$ cat config.mk
export PLATFORM = sky130hd
export DESIGN_NAME = stack_reg_param_flat
export DESIGN_NICKNAME = d
export VERILOG_FILES = /design/src/rtl/stack_reg_param_if.sv /design/src/rtl/stack_reg_param.sv /design/src/flat_wrapper.sv
export SDC_FILE = /design/constraint.sdc
export NUM_CORES = 1
export LEC_CHECK = 0
export ABC_AREA = 0
export ABC_CLOCK_PERIOD_IN_PS = 5400
export CAP_MARGIN = 10
export CORE_ASPECT_RATIO = 1.2
export CORE_MARGIN = 3
export CORE_UTILIZATION = 57
export CTS_BUF_LIST = sky130_fd_sc_hd__clkbuf_2
export CTS_CLUSTER_DIAMETER = 200
export DETAILED_ROUTE_END_ITERATION = 16
export HOLD_SLACK_MARGIN = 0.02
export PLACE_DENSITY = 0.78
export SETUP_SLACK_MARGIN = 0.1
export SKIP_CTS_REPAIR_TIMING = 1
export SYNTH_ARGS = -nofsm -noshare
export SYNTH_HDL_FRONTEND = slang
export SYNTH_SLANG_ARGS = --single-unit
$ cat constraint.sdc
create_clock -name sysclk -period 5.4 [get_ports sysclk]
set_clock_uncertainty 0.05 [all_clocks]
set_input_delay 1.08 -clock sysclk [delete_from_list [all_inputs] [get_ports sysclk]]
set_output_delay 1.08 -clock sysclk [all_outputs]
set_load 0.005 [all_outputs]
$ cat src/rtl/stack_reg_param_if.sv
// stack_reg_param_if: push/pop request and stack status bundle for stack_reg_param
interface stack_reg_param_if #(
  parameter int WIDTH = 16,
  parameter int DEPTH = 8
);
  localparam int CW = $clog2(DEPTH + 1);
  logic [WIDTH-1:0] data_in;
  logic             push;
  logic             pop;
  logic             flush;
  logic             err_clr;
  logic [WIDTH-1:0] data_out;
  logic [CW-1:0]    count;
  logic             empty;
  logic             full;
  logic             ovf;
  logic             udf;
  logic [1:0]       err_sticky;
  modport master (
    output data_in, push, pop, flush, err_clr,
    input  data_out, count, empty, full, ovf, udf, err_sticky
  );
  modport slave (
    input  data_in, push, pop, flush, err_clr,
    output data_out, count, empty, full, ovf, udf, err_sticky
  );
endinterface

$ cat src/rtl/stack_reg_param.sv
// stack_reg_param: parametrised LIFO register stack with zero-latency top, flags and sticky errors
// STACK_REG_PEEK_EN adds a combinational peek_idx/peek_data read port for debug.
module stack_reg_param #(
  parameter int WIDTH        = 16,
  parameter int DEPTH        = 8,
  parameter int DROP_ON_FULL = 1
) (
  input  logic                     sysclk,
  input  logic                     sysreset_n,
  stack_reg_param_if.slave         bus
`ifdef STACK_REG_PEEK_EN
  ,
  input  logic [$clog2(DEPTH)-1:0] peek_idx,
  output logic [WIDTH-1:0]         peek_data
`endif
);
  localparam int CW = $clog2(DEPTH + 1);
  logic [WIDTH-1:0] e     [DEPTH];
  logic [WIDTH-1:0] e_nxt [DEPTH];
  logic [CW-1:0]    count, count_nxt;
  logic             ovf, ovf_nxt, udf, udf_nxt;
  logic [1:0]       sticky, sticky_nxt;
  logic             empty, full;
  assign empty          = count == '0;
  assign full           = count == CW'(DEPTH);
  assign bus.data_out   = e[0];
  assign bus.count      = count;
  assign bus.empty      = empty;
  assign bus.full       = full;
  assign bus.ovf        = ovf;
  assign bus.udf        = udf;
  assign bus.err_sticky = sticky;
`ifdef STACK_REG_PEEK_EN
  assign peek_data = (32'(peek_idx) < DEPTH) ? e[peek_idx] : '0;
`endif
  // flush beats everything; push+pop on a non-empty stack only rewrites the top
  always_comb begin
    e_nxt     = e;
    count_nxt = count;
    ovf_nxt   = 1'b0;
    udf_nxt   = 1'b0;
    if (bus.flush) begin
      for (int i = 0; i < DEPTH; i++) e_nxt[i] = '0;
      count_nxt = '0;
    end else if (bus.push && bus.pop && !empty) begin
      e_nxt[0] = bus.data_in;
    end else if (bus.push) begin
      ovf_nxt = full;
      if (!full || DROP_ON_FULL != 0) begin
        e_nxt[0] = bus.data_in;
        for (int i = 1; i < DEPTH; i++) e_nxt[i] = e[i-1];
      end
      count_nxt = full ? count : count + CW'(1);
    end else if (bus.pop) begin
      udf_nxt = empty;
      if (!empty) begin
        for (int i = 0; i < DEPTH - 1; i++) e_nxt[i] = e[i+1];
        e_nxt[DEPTH-1] = '0;
        count_nxt = count - CW'(1);
      end
    end
    sticky_nxt = bus.flush ? 2'b00 : ((bus.err_clr ? 2'b00 : sticky) | {ovf_nxt, udf_nxt});
  end
  always_ff @(posedge sysclk or negedge sysreset_n) begin
    if (!sysreset_n) begin
      for (int i = 0; i < DEPTH; i++) e[i] <= '0;
      count  <= '0;
      ovf    <= 1'b0;
      udf    <= 1'b0;
      sticky <= 2'b00;
    end else begin
      e      <= e_nxt;
      count  <= count_nxt;
      ovf    <= ovf_nxt;
      udf    <= udf_nxt;
      sticky <= sticky_nxt;
    end
  end
endmodule

$ cat src/flat_wrapper.sv
// flat-port wrapper written by rule: the top's interface ports become plain ports
module stack_reg_param_flat 
#(
  parameter int WIDTH        = 16,
  parameter int DEPTH        = 8,
  parameter int DROP_ON_FULL = 1
)
  (sysclk, sysreset_n, bus_data_in, bus_push, bus_pop, bus_flush, bus_err_clr, bus_data_out, bus_count, bus_empty, bus_full, bus_ovf, bus_udf, bus_err_sticky);
  stack_reg_param_if #(.WIDTH(WIDTH), .DEPTH(DEPTH)) bus_i ();
  input  logic sysclk;
  input  logic sysreset_n;
  input wire logic [$bits(bus_i.data_in)-1:0] bus_data_in;
  input wire logic [$bits(bus_i.push)-1:0] bus_push;
  input wire logic [$bits(bus_i.pop)-1:0] bus_pop;
  input wire logic [$bits(bus_i.flush)-1:0] bus_flush;
  input wire logic [$bits(bus_i.err_clr)-1:0] bus_err_clr;
  output wire logic [$bits(bus_i.data_out)-1:0] bus_data_out;
  output wire logic [$bits(bus_i.count)-1:0] bus_count;
  output wire logic [$bits(bus_i.empty)-1:0] bus_empty;
  output wire logic [$bits(bus_i.full)-1:0] bus_full;
  output wire logic [$bits(bus_i.ovf)-1:0] bus_ovf;
  output wire logic [$bits(bus_i.udf)-1:0] bus_udf;
  output wire logic [$bits(bus_i.err_sticky)-1:0] bus_err_sticky;
  assign bus_i.data_in = bus_data_in;
  assign bus_i.push = bus_push;
  assign bus_i.pop = bus_pop;
  assign bus_i.flush = bus_flush;
  assign bus_i.err_clr = bus_err_clr;
  assign bus_data_out = bus_i.data_out;
  assign bus_count = bus_i.count;
  assign bus_empty = bus_i.empty;
  assign bus_full = bus_i.full;
  assign bus_ovf = bus_i.ovf;
  assign bus_udf = bus_i.udf;
  assign bus_err_sticky = bus_i.err_sticky;
  stack_reg_param #(.WIDTH(WIDTH), .DEPTH(DEPTH), .DROP_ON_FULL(DROP_ON_FULL)) u_core (.sysclk(sysclk), .sysreset_n(sysreset_n), .bus(bus_i));
endmodule
---- After elaboration in Yosys (flattened, before gate mapping) ----
Index checks and enable logic that the tools add are counted.
operators by class
  bitwise logic cells ..................... 1
  muxes and demuxes ....................... 21
  $add $sub $neg .......................... 2
  equal/unequal tests ..................... 5
  reductions and logical operators ........ 9
operator list
  operator                                           number
  two-way mux 128 bit                                4
  two-way mux 112 bit                                1
  two-way mux 4 bit                                  6
  two-way mux 16 bit                                 1
  two-way mux 1 bit                                  7
  != test 3 bit (second input constant)              2
  adder 4 x 1 -> 4 bit (second input constant)       1
  == test 4 bit (second input constant)              1
  logical NOT 4 bit                                  1
  two-way mux 2 bit                                  2
  != test 4 bit (second input constant)              1
  AND reduction 4 bit                                1
  nonzero test 4 bit                                 1
  subtractor 4 x 1 -> 4 bit (second input constant)  1
  AND reduction 3 bit                                1
  nonzero test 3 bit                                 1
  logical AND 1 bit                                  2
  != test 2 bit (second input constant)              1
  OR 2 bit                                           1
  AND reduction 2 bit                                1
  logical NOT 1 bit                                  1
storage, ports and cells
  bits of input ports ..................... 22
  register bits after elaboration ......... 136
  output and inout port bits .............. 26
  word-level logic and storage cells ...... 50

---- Depth between registers and ports, before layout ----
Gate-level depths: netlist (run 1).
  depth after elaboration ................. 7
  depth in mapped cells ................... 7
  gate-level depth less buffers ........... 6

---- Worst setup path after synthesis (run 1) ----
No wires, ideal clock.
  path type ............................... input -> register
  from .................................... input port bus_push
  to ...................................... register u_core.count[3] (netlist: u_core.bus.count[3])
  cell stages on the path ................. 7
  required time ........................... 5.226 ns
  slack ................................... 2.787 ns
  buffers on the path ..................... 1
  arrival ................................. 2.439 ns
  setup time .............................. 0.124 ns
  cell sequence ........................... clkinv_1 > clkbuf_1 > ha_1 > a21o_1 > a211oi_1 > nor4b_1 > a211o_1
on the way
  cells in the longest elaborated chain, start to end .. 4
  elaborated cells on any way between the ends .. 10
  classes of those cells .................. 3 x eq/ne; 3 x mux; 4 x reduce/logical
ends and longest elaborated chain
  what                                  line                   source
  start, declared                       flat_wrapper.sv:13     input wire logic [$bits(bus_i.push)-1:0] bus_push;
  logical AND 1 bit (2 in a row)        stack_reg_param.sv:45  end else if (bus.push && bus.pop && !empty) begin
  != test 2 bit (no source line)        n/a
  AND reduction 4 bit (no source line)  n/a
  end signal, assigned                  stack_reg_param.sv:73  count <= count_nxt;
  end, declared                         stack_reg_param.sv:20  logic [CW-1:0] count, count_nxt;
Parallel ways exist; a longest one is shown, timed or not. The select of a mux whose other input is x is not followed.
A chain may end at the register's enable or synchronous reset.

---- Worst setup path after layout (run 1) ----
  from .................................... register u_core.count[1] (netlist: u_core.bus.count[1])
  to ...................................... output port bus_empty
on the way
  cells in the longest elaborated chain, start to end .. 1
ends and longest elaborated chain
  what               line                   source
  logical NOT 4 bit  stack_reg_param.sv:24  assign empty = count == '0;
  end, declared      flat_wrapper.sv:19     output wire logic [$bits(bus_i.empty)-1:0] bus_empty;
No other way between the ends.

==> metrics.cfg, run 1 <==
[cts]
cts-buffers-inserted=17
clk_pin_slew_ps=200
cts.sinks=136
cts-htree-levels=4
max-clock-path-buffers=2
clk_root_buffer_cell=clkbuf_2
cts_tree=built
clock_latency_ps=690

[global_route]
grt-ovfl-total=0
grt_use_total_pct=20.3
grt_max_degree=131
grt_pass1_wl_um=20300
grt_pass1_vias=4268
antenna_found_initial=1

[finish]
nets=570
final_area_mm2=0.00684
syn_to_final_growth_pct=7.24
fillers=827
final_util_pct=63.8
final_layout_size_suffix_gt1_share_pct=7.71

[power]
intPower_uw=1720
switchingPower_uw=870
power_frac_clock_pct=23.7
power_density_mw_per_mm2=379
power_frac_comb_pct=32.4
swShare_pct=33.6
leakage_uw=0.00336
ir_worst_vdd_v=0.000386
power_frac_seq_pct=43.9

[synth]
syn_area_per_cell_um2=11.9
synth_fp_nets=560
netlist_area_mm2=0.00637
synth_top_cell_by_area=dfrtp_1
synth_top_area_share_pct=53.4
synth.most_common_cell=dfrtp_1
synth_async_sr_flop_share_pct=100
synth_edf_count=0
yosysWarningCount=0
synth_seq_area_share_pct=53.4
synth.distinct_cells=40
synthCells=535
synth_top_cells_by_area=dfrtp_1 53%, mux2i_1 17%, o22ai_1 9.3%
ys_top_cells_by_count=136 x dfrtp_1, 111 x mux2i_1, 95 x o22ai_1
ys.flop_type=dfrtp_1
ys_ff_latch=136

[sta]
hold_viol_final=0
drv_slew=0
fin_crit_sh_pct=68.7
setup_viol=0
layout_setup_ws_ps=1690
tightest_slew_ps=953
setup_tns_ps=0
max_freq_mhz=269
period_minus_slack_ps=3710
relSlewSlack_pct=36.5
rsz0062_at_grt=false

[status]
status=complete, no violations

[worst_setup_path]
critPathMaxFanout=9
cp.arrival_ps=2580
crit_required_ps=4270
crit_chain=or4_1, inv_1, clkdlybuf4s50_1
endpoint_kind=primary output
crit_buf_inv=2
worst-setup-path-type=reg -> out
crit_slowest_cell=or4_1
crit_family=buffers and inverters
slowest_delay_ps=670
critPathLaunchType=flop

[routing]
drc=0
drt_iter0_drc=329
drt-vias-per-instance=6.19
drtPass1Iterations=4
drt-total-wl_um=11600
wl_per_cell_um=16.9
via_count=4258
antenna_left=0

[floorplan]
initial_core_util_pct=59.5
coreArea_mm2=0.0107
die-height_um=122
fp.dieW_um=103
dieArea_mm2=0.0125
io_pins=48
rows=41

[placement]
dpl_cell_area_mm2=0.00659
gp_congestion=0.857
hpwl_um=7010
io_buffers=47
dp_slack_ps=1590

[min_path]
hold_path_class=in -> async

[run]
cap_violations=0

layout make-up:
type	instances	area (µm²)	share of cell area, %
flip-flops and latches	136	3400	49.8
multi-input cells	330	2460	36.0
repair buffers	55	544	7.96
well taps	129	161	2.36
clock inverters	14	158	2.31
clock buffers	18	90.1	1.32
inverters	5	18.8	0.275
diodes	1	2.50	0.0366
per-layer routing:
layer | share of wire (%) | vias to the layer above | track usage [%]
met5 | 0 | - | 0
met4 | 1.0 | 0 | 7.38
met3 | 4.3 | 9 | 5.73
met2 | 48 | 96 | 30.7
met1 | 47 | 2133 | 28.1
li1 | - | 2020 | -
final timing paths:
check / slack, ps / start / endpoint / cells after the start
hold / removal: 410 / sysreset_n / u_core.bus.count[1]$_DFFE_PN0P_ / 1
min in group sysclk: 490 / u_core.e[12]$_DFFE_PN0P_ / u_core.e[12]$_DFFE_PN0P_ / 2
max in group asynchronous: 3930 / sysreset_n / u_core.e[94]$_DFFE_PN0P_ / 2
setup reg to reg: 2960 / u_core.bus.count[1]$_DFFE_PN0P_ / u_core.e[110]$_DFFE_PN0P_ / 5
setup / recovery: 1690 / u_core.bus.count[1]$_DFFE_PN0P_ / bus_empty / 3
hold reg to reg: 490 / u_core.e[12]$_DFFE_PN0P_ / u_core.e[12]$_DFFE_PN0P_ / 2
layout by cell type (no fill, tap or decap), types with 5 or more instances in the layout:
| cell | count |
|---|---|
| nor3_1 | 5 |
| buf_4 | 7 |
| clkbuf_2 | 18 |
| o22ai_1 | 95 |
| clkdlybuf4s50_1 | 46 |
| dfrtp_1 | 136 |
| mux2i_1 | 111 |
| nand3_1 | 19 |
| a211oi_1 | 17 |
| nor2_1 | 29 |
| o21ai_1 | 15 |
sequential cells by signal (all words and copies together) (netlist names):
| signal | count |
|---|---|
| u_core.bus.count | 4 |
| u_core.e | 112 |
| u_core.bus.err_sticky | 2 |
| u_core.bus.data_out | 16 |
| u_core.bus.ovf | 1 |
| u_core.bus.udf | 1 |
kinds of logic after synthesis:
| group | synth area share, % |
|---|---|
| compound gates | 14.6 |
| xor+xnor | 0.412 |
| fa+ha+maj | 0.707 |
| buf+inv | 8.16 |
| flops | 53.4 |
| mux | 17.4 |
| simple gates | 5.34 |
power by group through the flow:
stage	Sequential (µW)	Clock [µW]	Combinational [µW]
finish	1140	615	838
global route	1150	683	902
detailed placement	1150	0	837
CTS	1130	634	839
global placement	1150	0	819
floorplan	1120	0	842
through the flow:
step | hold slack (ps) | instances | total power (µW)
after floorplan | 417 | 535 | 1970
after CTS | 385 | 687 | 2610
after global routing | 384 | 688 | 2730
after detailed placement | 446 | 655 | 1990
final | 405 | 688 | 2590
after global placement | 432 | 655 | 1970
Power figures use the tool's default switching activity.
==> run 2: changes to the inputs <==
- ABC_CLOCK_PERIOD_IN_PS: 5400 -> 3300
- CORE_UTILIZATION: 57 -> 55
- PLACE_DENSITY: 0.78 -> 0.79
- clock period: 5.4 -> 3.3 ns (I/O delays scaled with it)
==> run 2 against run 1 <==
Against the previous run:
- global-route usage down 1.3 points
- register-to-register slack got worse by 2000 ps
- worst hold slack improved by 65 ps
- largest power group unchanged
- critical path depth stayed put
- largest cell class unchanged
- critical endpoint unchanged
==> metrics.cfg, run 2 (synthesis results as in run 1) <==
[run]
cap_violations=0

[cts]
cts-htree-levels=4
cts.sinks=136
cts_tree=built
clock_latency_ps=680
max-clock-path-buffers=2
cts-buffers-inserted=17
clk_root_buffer_cell=clkbuf_2
clk_pin_slew_ps=190

[placement]
gp_congestion=0.819
hpwl_um=7300
dp_slack_ps=520
dpl_cell_area_mm2=0.00670
dp.cells=686
io_buffers=47

[floorplan]
fp.dieW_um=104
rows=42
dieArea_mm2=0.0129
die-height_um=124
coreArea_mm2=0.0112
io_pins=48
initial_core_util_pct=57.0

[power]
intPower_uw=2950
power_frac_comb_pct=33.3
swShare_pct=32.9
ir_worst_vdd_v=0.000336
power_frac_clock_pct=24.6
power_density_mw_per_mm2=625
power_frac_seq_pct=42.1
leakage_uw=0.00346
switchingPower_uw=1440

[finish]
final_area_mm2=0.00703
regArea_mm2=0.00341
layout_common_cells=133 x dfrtp_1, 111 x mux2i_1, 95 x o22ai_1
syn_to_final_growth_pct=10.3
mostFrequentLayoutCell=dfrtp_1
largest_reg_flops=112
fillers=865
final_layout_size_suffix_gt1_share_pct=10.5
largest-register=u_core.e
multi_input_area_mm2=0.00246
nets=582
finalNonFillerCells=724

[global_route]
grt_pass1_wl_um=20100
grt-ovfl-total=0
grt_pass1_vias=4223
grt_use_total_pct=19.0
antenna_found_initial=1
grt_max_degree=80

[sta]
fin_crit_sh_pct=93.8
hold_viol_final=0
tightest_slew_ps=725
layout_setup_ws_ps=204
setup_viol=0
period_minus_slack_ps=3100
relSlewSlack_pct=51.7
rsz0062_at_grt=true
max_freq_mhz=323
drv_slew=0

[worst_setup_path]
critPathMaxFanout=5
worst-setup-path-type=reg -> out
cp.arrival_ps=2390
endpoint_kind=primary output
crit_required_ps=2590
critPathLaunchType=flop

[routing]
drtPass1Iterations=8
antenna_left=0
via_count=4295
drt-vias-per-instance=5.93
drc=0
drt-total-wl_um=11900
drt_iter0_drc=367
wl_per_cell_um=16.4

[min_path]
hold_path_class=in -> async

[status]
status=complete, no violations

run 2: cell count changes in the layout (fill, tap and decap cells not counted), moves of 2 or more:
cell / previous run / this run
clkinv_2: 3 / 5
clkinv_1: 4 / 1
dfrtp_1: 136 / 133
buf_4: 7 / 15
dfrtp_2: 0 / 3
buf_12: 1 / 4
run 2: final cells by class:
cell class | count | share of cell area, %
Antenna cell | 1 | 0.0356
Clock buffer | 18 | 1.28
Clock inverter | 13 | 2.55
Inverter | 5 | 0.267
Multi-Input combinational cell | 330 | 35.0
Sequential cell | 136 | 48.5
Tap cell | 154 | 2.74
Timing Repair Buffer | 67 | 9.63
run 2: critical path: stages (launching register included):
cell	delay, ps
dfrtp_2	490
or4_4	580
inv_1	130
clkdlybuf4s50_1	510
run 2: power by group through the flow:
stage | combinational, µW | sequential, µW | clock, µW
2_1_floorplan | 1380 | 1840 | 0
3_3_place_gp | 1360 | 1880 | 0
3_5_place_dp | 1390 | 1890 | 0
4_1_cts | 1400 | 1860 | 1100
5_1_grt | 1570 | 1860 | 1180
6_report | 1470 | 1850 | 1080
run 2: metal layers:
metal	routed length [µm]	up-vias	track usage, %
met4	143	0	6.82
li1	-	2047	-
met3	566	15	5.13
met5	0	-	0
met2	5620	119	30.0
met1	5550	2114	25.7
run 2: stage by stage:
stage                     hold WS [ps]  utilization [%]  total power (µW)  setup TNS, ps
after global placement             434             59.9              3240              0
after CTS                        -70.7             62.3              4360          -11.9
after global routing               441             62.8              4610              0
after floorplan                    314                -              3220              0
after detailed placement           441             59.9              3280              0
final                              470             62.8              4390              0
run 2: final timing paths:
check,cells past startpoint,start,to,slack [ps]
setup reg to reg,4,u_core.bus.count[1]$_DFFE_PN0P_,u_core.e[55]$_DFFE_PN0P_,970
setup / recovery,3,u_core.bus.count[1]$_DFFE_PN0P_,bus_empty,200
max in group asynchronous,3,sysreset_n,u_core.bus.data_out[15]$_DFFE_PN0P_,1940
hold reg to reg,2,u_core.e[15]$_DFFE_PN0P_,u_core.e[15]$_DFFE_PN0P_,480
hold / removal,2,sysreset_n,u_core.bus.data_out[14]$_DFFE_PN0P_,470
min in group sysclk,2,u_core.e[15]$_DFFE_PN0P_,u_core.e[15]$_DFFE_PN0P_,480
==> run 3: changes to the inputs <==
- HOLD_SLACK_MARGIN: 0.02 -> unset
- RECOVER_POWER: unset -> 50
- SKIP_CTS_REPAIR_TIMING: 1 -> unset
==> run 3 against run 2 <==
Against the previous run:
- maximum frequency grew 1.2%
- sequential power is essentially flat
- global-route usage grew 0.13 points
- via count grew 0.12%
- worst hold slack gained 6.4 ps
- final cell count grew 0.14%
- routed wire length shrank 0.36%
- highest routed layer unchanged
- non-clock buffer count grew 1
- worst setup slack gained 38 ps
- total power shrank 0.35%
- the flow now finishes with violations (capacitance limit, slew limit)
- clock power is essentially flat
==> metrics.cfg, run 3 (synthesis results as in run 1) <==
[finish]
mostFrequentLayoutCell=dfrtp_1
fillers=880
final_layout_size_suffix_gt1_share_pct=10.2
largest-register=u_core.e
layout_common_cells=134 x dfrtp_1, 111 x mux2i_1, 95 x o22ai_1
syn_to_final_growth_pct=9.83
nets=583
largest_reg_flops=112

[cts]
clock_latency_ps=680
cts.sinks=136
cts_tree=built
clk_root_buffer_cell=clkbuf_2
clk_pin_slew_ps=190
cts-buffers-inserted=17
max-clock-path-buffers=2
cts-htree-levels=4

[run]
cap_violations=1

[routing]
drt-vias-per-instance=5.93
wl_per_cell_um=16.3
drc=0
drt-total-wl_um=11800
antenna_left=0
drtPass1Iterations=7
drt_iter0_drc=353
via_count=4300

[worst_setup_path]
crit_family=simple AND/OR/NAND/NOR gates
worst-setup-path-type=reg -> out
reg2reg_slack_ps=500
critPathMaxFanout=6
crit_buf_inv=2
endpoint_kind=primary output
slowest_delay_ps=600
critPathLaunchType=flop
crit_chain=or4_4, inv_2, clkdlybuf4s50_1
crit_slowest_cell=or4_4
crit_required_ps=2590
cp.arrival_ps=2350

[sta]
relSlewSlack_pct=-29.6
tightest_slew_ps=1940
layout_setup_ws_ps=241
max_freq_mhz=327
period_minus_slack_ps=3060
fin_crit_sh_pct=92.7
setup_tns_ps=0
hold_viol_final=0
setup_viol=0
drv_slew=79
rsz0062_at_grt=false

[placement]
dp_slack_ps=520
hpwl_um=7300
io_buffers=47
gp_congestion=0.819

[power]
leakage_uw=0.00346
power_density_mw_per_mm2=625
ir_worst_vdd_v=0.000337

[global_route]
grt_pass1_wl_um=20300
grt-ovfl-total=0
antenna_found_initial=1
grt_pass1_vias=4249
grt_use_total_pct=19.2
grt_max_degree=80

[status]
status=finished, violations left
failed_checks=capacitance limit, slew limit

[min_path]
hold_path_class=reg -> reg

[floorplan]
initial_core_util_pct=57.0
dieArea_mm2=0.0129
fp.dieW_um=104
coreArea_mm2=0.0112
io_pins=48
rows=42
die-height_um=124

run 3: cell type report:
type	count	area (µm²)	area share, %
sequential	136	3410	48.6
multi-input combinational	330	2450	35.0
timing repair buffer	68	662	9.45
tap	154	193	2.75
clock inverter	13	179	2.56
clock buffer	18	90.1	1.29
inverter	5	18.8	0.268
antenna	1	2.50	0.0357
run 3: power breakdown:
group,internal [µW],total (µW),switching (µW)
Clock,495,1080,584
Sequential,1750,1840,86.4
Combinational,692,1460,770
run 3: layer usage:
metal | part of all wire [%] | GRT usage (%)
met5 | 0 | 0
met1 | 47 | 25.9
met2 | 47 | 30.1
met4 | 1.4 | 7.07
met3 | 4.4 | 5.13
run 3: path summary, 6_finish.rpt:
| path | from | end | depth (start not counted) |
|---|---|---|---|
| setup / recovery | u_core.bus.count[1]$_DFFE_PN0P_ | bus_empty | 3 |
| hold / removal | u_core.e[15]$_DFFE_PN0P_ | u_core.e[15]$_DFFE_PN0P_ | 2 |
| setup reg to reg | u_core.bus.count[1]$_DFFE_PN0P_ | u_core.e[91]$_DFFE_PN0P_ | 5 |
| hold reg to reg | u_core.e[15]$_DFFE_PN0P_ | u_core.e[15]$_DFFE_PN0P_ | 2 |
| max in group asynchronous | sysreset_n | u_core.bus.data_out[15]$_DFFE_PN0P_ | 3 |
| min in group asynchronous | sysreset_n | u_core.bus.data_out[14]$_DFFE_PN0P_ | 2 |
run 3: per-stage QoR:
step | utilization, % | cell area, µm² | cells | power, µW | hold WS, ps
floorplan | - | 6370 | 535 | 3220 | 314
global placement | 59.9 | 6700 | 686 | 3240 | 434
detailed placement | 59.9 | 6700 | 686 | 3280 | 441
CTS | 62.7 | 7020 | 722 | 4410 | 437
global route | 62.6 | 7000 | 725 | 4600 | 441
finish | 62.6 | 7000 | 725 | 4380 | 477
run 3: tightest hold or removal path, cell delays in order, from the launching register on:
cell and delay (ps):
dfrtp_1 380, nand3_1 60, o21ai_0 70
run 3: repair_timing:
item                                    4_1_cts  5_1_grt
hold endpoints to repair                     77        0
hold buffers                                  1        0
gates resized for setup                       3        4
endpoints found under the setup margin        1        2
setup buffers                                 4        2
==> variant 1, RTL diff (settings of run 3) <==
`DEPTH` is set to 8 in 3 places; all go to 16.
--- a/src/rtl/stack_reg_param_if.sv
+++ b/src/rtl/stack_reg_param_if.sv
@@ -1,7 +1,7 @@
 // stack_reg_param_if: push/pop request and stack status bundle for stack_reg_param
 interface stack_reg_param_if #(
   parameter int WIDTH = 16,
-  parameter int DEPTH = 8
+  parameter int DEPTH = 16
 );
   localparam int CW = $clog2(DEPTH + 1);
   logic [WIDTH-1:0] data_in;
--- a/src/rtl/stack_reg_param.sv
+++ b/src/rtl/stack_reg_param.sv
@@ -2,7 +2,7 @@
 // STACK_REG_PEEK_EN adds a combinational peek_idx/peek_data read port for debug.
 module stack_reg_param #(
   parameter int WIDTH        = 16,
-  parameter int DEPTH        = 8,
+  parameter int DEPTH        = 16,
   parameter int DROP_ON_FULL = 1
 ) (
   input  logic                     sysclk,
--- a/src/flat_wrapper.sv
+++ b/src/flat_wrapper.sv
@@ -2,7 +2,7 @@
 module stack_reg_param_flat 
 #(
   parameter int WIDTH        = 16,
-  parameter int DEPTH        = 8,
+  parameter int DEPTH        = 16,
   parameter int DROP_ON_FULL = 1
 )
   (sysclk, sysreset_n, bus_data_in, bus_push, bus_pop, bus_flush, bus_err_clr, bus_data_out, bus_count, bus_empty, bus_full, bus_ovf, bus_udf, bus_err_sticky);
Ports: changed (resized bus_count); port bits go from 48 to 49. No check against the original RTL was run, so the function may have changed too.
==> variant 1 against run 3 <==
- the flow still finishes with violations (max-capacitance violations, max-slew violations)
- sequential power up 84%
- worst setup slack worse by 0.017 ns
- synthesized cell count up 79%
- sequential cell count up 129
- area after synthesis up 84%
- power up 63%
- non-clock buffer count up 21
- critical path depth unchanged
- design area up 85%
- routed wire length up 82%
- largest power group unchanged
==> variant 1: results (changes against run 3) <==
{| class="wikitable"
! Metric !! Value
|-
| Hold path cells || 3 (was 2)
|-
| Worst-case hold path end point || u_core.bus.data_out[0] (was u_core.e[15])
|-
| Top fanout value on the critical path || 4 (was 6)
|-
| Number of max-slew violations in the final report || 80 (was 79)
|-
| Arrival @ worst endpoint || 2.37 ns (was 2.35 ns)
|-
| H-Tree Level Count || 2 (was 4)
|-
| Capturing point of the worst reg2reg path || u_core.e[234] (was u_core.e[91])
|-
| Largest register FFs || 240 (was 112)
|-
| Max Cap Viol || 1 (unchanged)
|-
| Launch point of the worst reg-to-reg path || u_core.bus.count[0] (was u_core.bus.count[1])
|-
| Routed wire per std cell || 16.46 microns (was 16.33 microns)
|-
| Leakage power || 0.005937 uW (was 0.003457 uW)
|-
| VDD IR-drop max || 631.8 uV (was 337.1 uV)
|-
| Ratio of cells with drive above 1 in the final layout || 13.53% (was 10.18%)
|-
| Failing checks || max-capacitance violations, max-slew violations (unchanged)
|-
| Final net count || 1027 (was 583)
|-
| Fraction of synthesized area in multiplexers || 20.73% (was 17.43%)
|-
| Number of global-route vias before repair || 8222 (was 4249)
|-
| Num CTS Buffers || 60 (was 17)
|-
| Depth of the most critical reg-to-reg path || 6 (was 5)
|-
| Post-detailed-route via-to-cell ratio || 6.003 (was 5.931)
|-
| Hold Startpoint || bus_data_in[0] (was u_core.e[15])
|-
| Part of the Yosys area used for sequential elements || 56.39% (was 53.39%)
|-
| CTS clk-pin slew, worst paths || 0.11 ns (was 0.19 ns)
|-
| Worst Setup Slack post-DPL || 0.4855 ns (was 0.5205 ns)
|-
| Run status || complete, but fails checks (unchanged)
|-
| Post-route worst hold slack || 0.3483 ns (was 0.4766 ns)
|}
## variant 1: logic make-up (layout without fill, tap and decap cells)
| kind of cell | Yosys count | after routing |
|---|---|---|
| compound gates | 271 | 271 |
| buf+inv | 108 | 195 |
| fa+ha+maj | 4 | 4 |
| simple gates | 63 | 63 |
| xor+xnor | 1 | 1 |
| mux | 243 | 243 |
| other cells | 0 | 1 |
| flops | 265 | 265 |
## variant 1: power groups by stage
stage,Sequential [uW],Clock [uW],Combinational [uW]
CTS,3390,1980,1870
detailed placement,3460,0,1800
global route,3400,2150,1960
floorplan,3430,0,1450
finish,3390,1910,1840
global placement,3460,0,1790
## variant 1: area by class of cell
class | instances | area [sq um] | share of cell area, %
Clock inverter | 14 | 52.55 | 0.4060
Timing Repair Buffer | 89 | 915.9 | 7.076
Inverter | 3 | 11.26 | 0.08700
Multi-Input combinational cell | 582 | 4552 | 35.17
Sequential cell | 265 | 6633 | 51.24
Tap cell | 265 | 331.6 | 2.562
Clock buffer | 89 | 445.4 | 3.441
Antenna cell | 1 | 2.502 | 0.01933
## variant 1: timing repair
action | 4_1_cts | 5_1_grt
resized for setup | 4 | 1
hold buffers | 1 | 0
gates cloned | 0 | 0
endpoints found under the hold margin | 75 | 0
endpoints found under the setup margin | 2 | 1
pin swaps | 1 | 0
setup buffers | 5 | 0
## variant 1: worst max path at each step
stage                         from                  end  cells after the start
3_5_place_dp               bus_pop        u_core.e[234]                      5
4_1_cts        u_core.bus.count[0]            bus_empty                      3
2_1_floorplan             bus_push  u_core.bus.count[4]                      9
6_report       u_core.bus.count[3]             bus_full                      3
5_1_grt        u_core.bus.count[3]             bus_full                      3
3_3_place_gp               bus_pop        u_core.e[216]                      5
## variant 1: worst max-delay path, stage by stage (launching register included)
cell and delay, ns:
sky130_fd_sc_hd__dfrtp_1 0.42, sky130_fd_sc_hd__nor4_2 0.39, sky130_fd_sc_hd__and2_0 0.21, sky130_fd_sc_hd__clkdlybuf4s50_1 0.52
## variant 1: stage by stage
stage / cells / area (sq um)
after CTS: 1307 / 13000
after floorplan: 955 / 11760
after global routing: 1308 / 12940
after global placement: 1198 / 12440
after detailed placement: 1198 / 12440
final: 1308 / 12940
## variant 1: metal layers
layer | routed length [microns] | GRT usage, %
met3 | 853 | 4.003
met2 | 10310 | 30.35
met4 | 257 | 5.872
met5 | 0 | 0
met1 | 10110 | 25.45
==> variant 2, RTL diff (config.mk and constraints of run 3) <==
Without the edit above. Reset style: synchronous (`sysreset_n`), changed in one clocked block.
--- a/src/rtl/stack_reg_param.sv
+++ b/src/rtl/stack_reg_param.sv
@@ -61,7 +61,7 @@
     end
     sticky_nxt = bus.flush ? 2'b00 : ((bus.err_clr ? 2'b00 : sticky) | {ovf_nxt, udf_nxt});
   end
-  always_ff @(posedge sysclk or negedge sysreset_n) begin
+  always_ff @(posedge sysclk) begin
     if (!sysreset_n) begin
       for (int i = 0; i < DEPTH; i++) e[i] <= '0;
       count  <= '0;
Check against the original RTL: differs if sysreset_n is asserted again (counterexample within 4 cycles, from zero or initial values and one cycle with sysreset_n low); with sysreset_n held inactive, the same outputs for 4 cycles.
==> variant 2 against run 3 <==
- synthesized cell count up 19%
- worst setup slack better by 0.15 ns
- highest routed layer unchanged
- count of clock-buffer cells in the layout up 1
- sequential cell count unchanged
- sequential share of layout area down 4.1 points
- global-route usage up 1.9 points
- area after synthesis down 13%
- design area down 13%
- routed wire length down 2.7%
- the run still ends with max-capacitance violations, max-slew violations left
Power is not compared: it rests on default switching activity, and its combinational part moved more than twofold at a synthesized area within 25%.
==> variant 2: results (changes against run 3) <==
{| class="wikitable"
! Metric !! Value
|-
| Run status || complete, but fails checks (unchanged)
|-
| Failing checks || max-capacitance violations, max-slew violations (unchanged)
|-
| VDD IR-drop max || between 200 and 300 uV
|-
| Total routing resource utilization after global routing || 21.08% (was 19.16%)
|-
| Max Cap Viol || 1 (unchanged)
|-
| Post-synthesis net count || 663 (was 560)
|-
| Depth of the most critical reg-to-reg path || 6 (was 5)
|-
| Cell variety after synth || 30 (was 40)
|-
| Path type of the worst min-delay path || flip-flop to flip-flop (unchanged)
|-
| Share of synthesized registers carrying an async set or reset || 0% (was 100.0%)
|-
| Wire length of the first global-routing pass || 19910 microns (was 20270 microns)
|-
| Ratio of cells with drive above 1 in the final layout || 6.575% (was 10.18%)
|-
| Worst-case hold path end point || u_core.e[6] (was u_core.e[15])
|-
| Largest net degree at the start of global routing || 100 (was 80)
|-
| Top achievable clock speed || 344.1 MHz (was 327.0 MHz)
|-
| Number of antenna violations at the first check in global routing || 0 (was 1)
|-
| Number of global-route vias before repair || 4072 (was 4249)
|-
| Total of cells resized after clock tree synthesis || 0 (was 3)
|-
| Rel. slew slack || -26.75% (was -29.60%)
|-
| Total cell area at the placement stage || 5931 sq um (was 6700 sq um)
|-
| Number of optimization iterations in the first detailed-route pass || 6 (was 7)
|-
| Post-Syn Area per Cell || 8.711 sq um (was 11.92 sq um)
|-
| Worst Setup Slack post-DPL || 0.5412 ns (was 0.5205 ns)
|-
| Part of the Yosys area used for sequential elements || 48.99% (was 53.39%)
|-
| Hold Startpoint || u_core.e[22] (was u_core.e[15])
|-
| Final net count || 667 (was 583)
|-
| Vias post-DR || 4676 (was 4300)
|-
| Routed wire per std cell || 14.82 microns (was 16.33 microns)
|-
| Prevailing post-synth register cell || sky130_fd_sc_hd__dfxtp_1 (was sky130_fd_sc_hd__dfrtp_1)
|-
| Capturing point of the worst reg2reg path || u_core.e[17] (was u_core.e[91])
|-
| Number of max-slew violations in the final report || 100 (was 79)
|-
| Setup crit end || u_core.bus.count[3] (was bus_empty)
|-
| Startpoint of the most critical setup path || bus_flush (was u_core.bus.count[1])
|-
| Net switching power || between 800 and 900 uW
|-
| Most area-consuming cells after synthesis || sky130_fd_sc_hd__dfxtp_1 49%, sky130_fd_sc_hd__a22oi_1 13%, sky130_fd_sc_hd__a21oi_1 12% (was sky130_fd_sc_hd__dfrtp_1 53%, sky130_fd_sc_hd__mux2i_1 17%, sky130_fd_sc_hd__o22ai_1 9.3%)
|-
| Number of antenna repair diodes || 0 (was 1)
|-
| DP Cell Count || 746 (was 686)
|-
| Violation count after the first detailed-routing iteration || 485 (was 353)
|-
| Count of buffers added by post-CTS timing repair for setup || 0 (was 4)
|-
| Filler Cells Inserted || 822 (was 880)
|-
| Req. time, crit path || 3.74 ns (was 2.59 ns)
|-
| Cell internal pwr || 2120 uW
|-
| HPWL after DPL || 7065 microns (was 7299 microns)
|-
| Launch point of the worst reg-to-reg path || u_core.bus.count[3] (was u_core.bus.count[1])
|}
variant 2: final cells by class:
cell class	instances	area, sq um	area share [%]
well taps	123	153.9	2.520
clock inverters	12	110.1	1.803
multi-input cells	427	2431	39.82
inverters	2	7.507	0.1230
flip-flops and latches	136	2723	44.59
clock buffers	19	95.09	1.557
repair buffers	58	585.6	9.590
variant 2: cells by family (layout without fill, tap and decap cells):
logic type | Yosys count | in the layout | synth area share (%)
buf+inv | 75 | 91 | 7.452
fa+ha+maj | 3 | 3 | 0.8104
compound gates | 252 | 252 | 27.92
flops | 136 | 136 | 48.99
simple gates | 151 | 151 | 11.14
xor+xnor | 4 | 4 | 0.6303
mux | 17 | 17 | 3.062
variant 2: per-layer routing:
| metal | global-route usage (%) | up-vias | part of all wire (%) |
|---|---|---|---|
| met5 | 0 | - | 0 |
| met2 | 31.09 | 128 | 47 |
| li1 | - | 2282 | - |
| met3 | 5.615 | 15 | 5.1 |
| met4 | 7.018 | 0 | 1.1 |
| met1 | 30.23 | 2251 | 47 |
variant 2: power by group through the flow:
stage / registers [uW] / clock network (uW) / logic, uW
floorplan: 1710 / 0 / 289
global placement: 1720 / 0 / 386
detailed placement: 1720 / 0 / 395
CTS: 1680 / 913 / 395
global route: 1690 / 980 / 424
finish: 1680 / 893 / 385
variant 2: critical path, cell delays in order:
cell	delay (ns)
sky130_fd_sc_hd__dlygate4sd3_1	0.54
sky130_fd_sc_hd__nand2b_2	0.42
sky130_fd_sc_hd__clkbuf_2	1.41
sky130_fd_sc_hd__o311ai_0	0.28
